$ cat src/rtl/frog_life_ctrl.sv
// Frog life/score controller: tracks lives and score, and sequences death freeze, respawn and
// post-respawn invulnerability. It also handles game over and restart.
module frog_life_ctrl #(
    parameter int unsigned TILE_SIZE   = 32,
    parameter int unsigned START_LIVES = 3,
    parameter int unsigned DEATH_TICKS = 60,
    parameter int unsigned GRACE_TICKS = 90,
    parameter int unsigned GOAL_Y      = 0,
    parameter int unsigned SPAWN_X     = 304,
    parameter int unsigned SPAWN_Y     = 448
) (
    input  logic       i_Clk,
    input  logic       i_Rst,
    input  logic       i_Tick,
    input  logic       i_Start,
    input  logic       i_Has_Collided,
    input  logic [9:0] i_Frog_Y,
    output logic       o_Respawn,
    output logic [9:0] o_Spawn_X,
    output logic [9:0] o_Spawn_Y,
    output logic       o_Freeze,
    output logic [2:0] o_Lives,
    output logic [7:0] o_Score,
    output logic       o_Game_Over,
    output logic [2:0] o_State
);

    if (START_LIVES < 1 || START_LIVES > 7) begin : g_bad_lives
        $error("START_LIVES out of range 1..7");
    end
    if (DEATH_TICKS < 1 || DEATH_TICKS > 255 || GRACE_TICKS < 1 || GRACE_TICKS > 255)
    begin : g_bad_ticks
        $error("DEATH_TICKS/GRACE_TICKS out of range 1..255");
    end
    // The whole frog tile must fit inside the 10-bit coordinate space at the spawn point.
    if (TILE_SIZE == 0 || SPAWN_X + TILE_SIZE > 1024 || SPAWN_Y + TILE_SIZE > 1024)
    begin : g_bad_spawn
        $error("spawn tile does not fit the 10-bit coordinate space");
    end

    localparam logic [2:0] StartLives = 3'(START_LIVES);
    localparam logic [7:0] DeathTicks = 8'(DEATH_TICKS);
    localparam logic [7:0] GraceTicks = 8'(GRACE_TICKS);
    localparam logic [9:0] GoalY      = 10'(GOAL_Y);

    typedef enum logic [2:0] {
        StIdle  = 3'd0,
        StPlay  = 3'd1,
        StDying = 3'd2,
        StGrace = 3'd3,
        StOver  = 3'd4
    } state_e;

    state_e     state_q;
    logic [2:0] lives_q;
    logic [7:0] score_q;
    logic [7:0] cnt_q;
    logic       respawn_q;
    logic       freeze_q;
    logic       game_over_q;

    logic goal_hit;
    assign goal_hit = (i_Frog_Y == GoalY);

    always_ff @(posedge i_Clk) begin
        if (i_Rst) begin
            state_q     <= StIdle;
            lives_q     <= StartLives;
            score_q     <= 8'd0;
            cnt_q       <= 8'd0;
            respawn_q   <= 1'b0;
            freeze_q    <= 1'b1;
            game_over_q <= 1'b0;
        end else begin
            respawn_q <= 1'b0;
            case (state_q)
                StIdle, StOver: begin
                    if (i_Start) begin
                        state_q     <= StPlay;
                        lives_q     <= StartLives;
                        score_q     <= 8'd0;
                        cnt_q       <= 8'd0;
                        respawn_q   <= 1'b1;
                        freeze_q    <= 1'b0;
                        game_over_q <= 1'b0;
                    end
                end
                StPlay: begin
                    // Collision takes priority over reaching the goal in the same cycle.
                    if (i_Has_Collided) begin
                        state_q  <= StDying;
                        lives_q  <= (lives_q != 3'd0) ? lives_q - 3'd1 : 3'd0;
                        cnt_q    <= DeathTicks;
                        freeze_q <= 1'b1;
                    end else if (goal_hit) begin
                        state_q   <= StGrace;
                        score_q   <= (score_q != 8'hFF) ? score_q + 8'd1 : 8'hFF;
                        cnt_q     <= GraceTicks;
                        respawn_q <= 1'b1;
                    end
                end
                StDying: begin
                    if (i_Tick) begin
                        if (cnt_q == 8'd1) begin
                            if (lives_q == 3'd0) begin
                                state_q     <= StOver;
                                cnt_q       <= 8'd0;
                                game_over_q <= 1'b1;
                            end else begin
                                state_q   <= StGrace;
                                cnt_q     <= GraceTicks;
                                respawn_q <= 1'b1;
                                freeze_q  <= 1'b0;
                            end
                        end else begin
                            cnt_q <= cnt_q - 8'd1;
                        end
                    end
                end
                StGrace: begin
                    if (i_Tick) begin
                        cnt_q <= cnt_q - 8'd1;
                        if (cnt_q == 8'd1) begin
                            state_q <= StPlay;
                        end
                    end
                end
                default: begin
                    state_q     <= StIdle;
                    cnt_q       <= 8'd0;
                    freeze_q    <= 1'b1;
                    game_over_q <= 1'b0;
                end
            endcase
        end
    end

    assign o_Respawn   = respawn_q;
    assign o_Spawn_X   = 10'(SPAWN_X);
    assign o_Spawn_Y   = 10'(SPAWN_Y);
    assign o_Freeze    = freeze_q;
    assign o_Lives     = lives_q;
    assign o_Score     = score_q;
    assign o_Game_Over = game_over_q;
    assign o_State     = state_q;

endmodule

$ cat config.mk
export PLATFORM = sky130hd
export DESIGN_NAME = frog_life_ctrl
export DESIGN_NICKNAME = d
export VERILOG_FILES = /design/src/rtl/frog_life_ctrl.sv
export SDC_FILE = /design/constraint.sdc
export NUM_CORES = 1
export LEC_CHECK = 0
export CAP_MARGIN = 20
export CORE_MARGIN = 4
export CORE_UTILIZATION = 50
export DETAILED_ROUTE_END_ITERATION = 16
export PLACE_DENSITY = 0.93
export SYNTH_ARGS = -nofsm -noshare
export SYNTH_HDL_FRONTEND = slang
export SYNTH_SLANG_ARGS = --single-unit
$ cat constraint.sdc
create_clock -name i_Clk -period 4.5 [get_ports i_Clk]
set_clock_uncertainty 0.1 [all_clocks]
set_input_delay 0.675 -clock i_Clk [delete_from_list [all_inputs] [get_ports i_Clk]]
set_output_delay 0.675 -clock i_Clk [all_outputs]
set_load 0.05 [all_outputs]
==> flow_summary.yaml <==
run_status:
  status: "finished clean"
routing:
  dr.pass1.iters: 4
  via_per_inst: 5.79
  wl_per_cell_um: 14.4
  dr.first_iter.drc_count: 149
  totalWireLength_um: 4280
  ant_nets: 0
  drc: 0
  num_vias: 1721
setup_path:
  crit_family: "buffers and inverters"
  cp_data_required_time_ps: 3720
  worst-path-buf-inv: 1
  slowest_delay_ps: 930
  crit_arrival_ps: 2060
  cpMaxStageDelayCell: "clkdlybuf4s50_1"
  rr_worst_depth: 5
  path_max_fanout: 21
  r2r_start: "o_State[1]$_SDFFE_PP0P_"
  startpoint_type: "register"
  critical_path_class: "register to primary output"
  worstPathCellList: "clkdlybuf4s50_1"
  crit_path_end_kind: "primary output"
  ff2ff_setup_slack_ps: 2190
  rr_endpoint: "o_State[0]$_SDFFE_PP0P_"
final_layout:
  post_route_cells_drive_above_1_share: 0.0558
  fill_cells: 294
  final_core_util: 0.609
  area_growth_syn_to_layout_pct: 15.6
  final_cell_mix: "31 x clkdlybuf4s50_1, 25 x dfxtp_1, 23 x nor2_1"
  fin_nets: 270
  final_area_um2: 2060
  mostFrequentLayoutCell: "clkdlybuf4s50_1"
  diodes: 0
logic_synthesis:
  syn_inst: 225
  ys.flop_type: "dfxtp_1"
  syn-cell-area_um2: 1780
  synthDistinctLibCells: 53
  synth_top_area_share: 0.281
  ys_seq_area_frac: 0.281
  synth_top_area_cell: "dfxtp_1"
  synth_area_leaders: "dfxtp_1 28%, buf_4 8.4%, nor2_1 4.8%"
  syn_area_per_cell_um2: 7.93
  ys_async_sr_fraction: 0
  synth_warnings: 0
  ys_seq_elements: 25
  synth_edf_count: 0
sta:
  setup_viol: 0
  max_slew_margin: 0.429
  rsz0062_at_grt: "no"
  finalMaxSlewViolations: 0
  max_freq_ghz: 0.353
  finalHoldViolCount: 0
  worstMarginPinSlew_ps: 854
  timing.hold.ws_ps: 391
  period_share: 0.630
  period_minus_slack_ps: 2840
  tns_ps: 0
cts:
  postCtsSetupBuffers: 0
  cts_max_level: 1
  cts-root-buf: "clkbuf_4"
  cts_tree: "yes"
  numCtsBuffers: 3
  clk_pin_slew_ps: 150
  cts_hold_buffers: 0
  cts.sinks: 25
  ctsResizeCount: 0
  max-clock-path-buffers: 2
  clock_latency_ps: 330
pwr:
  p_leak_nw: 0.753
  ir_worst_vdd_mv: 0.473
  finalPower_mw: 1.12
  power.density_nw_per_um2: 543
placement:
  dpl_cell_area_um2: 2030
  dpl.hpwl_um: 3170
  gp_congestion: 0.848
  io_buffer_count: 31
worst_hold_path:
  min-delay-start: "o_Lives[2]$_SDFFE_PP0P_"
  hold_depth: 2
  hold_path_end: "o_Lives[2]$_SDFFE_PP0P_"
  hp-class: "register to register"
floorplan:
  core_um2: 3390
  die-area_um2: 4590
  ios: 52
  die-height_um: 67.7
  initial_core_util: 0.526
  fp.dieW_um: 67.7
  floorplan.rows: 21
global_route:
  overflow: 0
  antenna_found_initial: 0
  grt_max_degree: 25
  grt_pass1_vias: 1556
  grt_pass1_wl_um: 6970
  track_usage: 0.195
job:
  maxCapViolations: 0
[report_power, final]
part           switching [mW]  internal [mW]  total (mW)
sequential             0.0921          0.262       0.354
combinational           0.399          0.260       0.658
clock                  0.0745         0.0340       0.109
total                   0.565          0.555        1.12
[final cells by class]
cell class              count  area [um2]  share of cell area
clock inverters             1        7.51             0.00364
multi-input cells         182        1130               0.548
clock buffers               3        22.5              0.0109
inverters                   9        33.8              0.0164
flip-flops and latches     25         500               0.243
well taps                  46        57.6              0.0279
repair buffers             31         310               0.150
[registers in the layout, indices dropped and copies added (netlist names)]
signal       cells
cnt_q            8
o_Score          8
o_Lives          3
o_State          3
o_Freeze         1
o_Game_Over      1
o_Respawn        1
[worst max path at each step]
stage / start / endpoint / slack [ps] / depth (start not counted)
floorplan: i_Frog_Y[1] / cnt_q[0]$_SDFFE_PP0P_ / 2350 / 6
global placement: i_Frog_Y[7] / o_State[0]$_SDFFE_PP0P_ / 1580 / 6
detailed placement: i_Frog_Y[7] / o_State[0]$_SDFFE_PP0P_ / 1520 / 6
CTS: o_State[1]$_SDFFE_PP0P_ / o_State[1] / 1670 / 1
global route: o_State[1]$_SDFFE_PP0P_ / o_State[1] / 1580 / 1
finish: o_State[1]$_SDFFE_PP0P_ / o_State[1] / 1660 / 1
[kinds of logic after synthesis]
kind of cell             after synthesis  share of synthesized area
flip-flops                            25                      0.281
multiplexers                           3                     0.0168
adder cells (fa/ha/maj)                3                     0.0210
XOR/XNOR                               3                     0.0147
AND/OR/NAND/NOR                       94                      0.309
AO/OA/AOI/OAI                         59                      0.231
buffers and inverters                 36                      0.123
other                                  2                    0.00421
[Yosys cell counts, types with 2 or more instances]
library cell and n:
a21o_1 3, dfxtp_1 25, nor2_1 23, clkbuf_1 3, buf_2 2, nand2b_1 11
inv_1 9, a22o_1 5, o21ai_0 11, buf_4 20, o32ai_1 6, a21oi_1 17
nand2_1 13, or3_1 2, nor2b_1 2, a211oi_1 4, xnor2_1 3, nor4_1 3
mux2i_1 3, nor3b_1 4, and3_1 3, nand3_1 7, nand3b_1 3, conb_1 2
nor3_1 9, nand4_1 3, ha_1 3
[worst min-delay path, delay by kind of cell, from the launching register on]
kind	cells	cell delay, ps
flops	1	370
simple gates	2	100
[stage by stage]
step	cells	setup WS, ps
finish	297	1660
global route	297	1580
CTS	297	1670
detailed placement	293	1520
global placement	293	1580
floorplan	243	2350
[per-layer routing]
layer / global-route usage / share of wire
met1: 0.257 / 0.43
met2: 0.318 / 0.50
met3: 0.0416 / 0.061
met4: 0.0582 / 0.010
met5: 0 / 0
(Power assumes the default switching activity.)
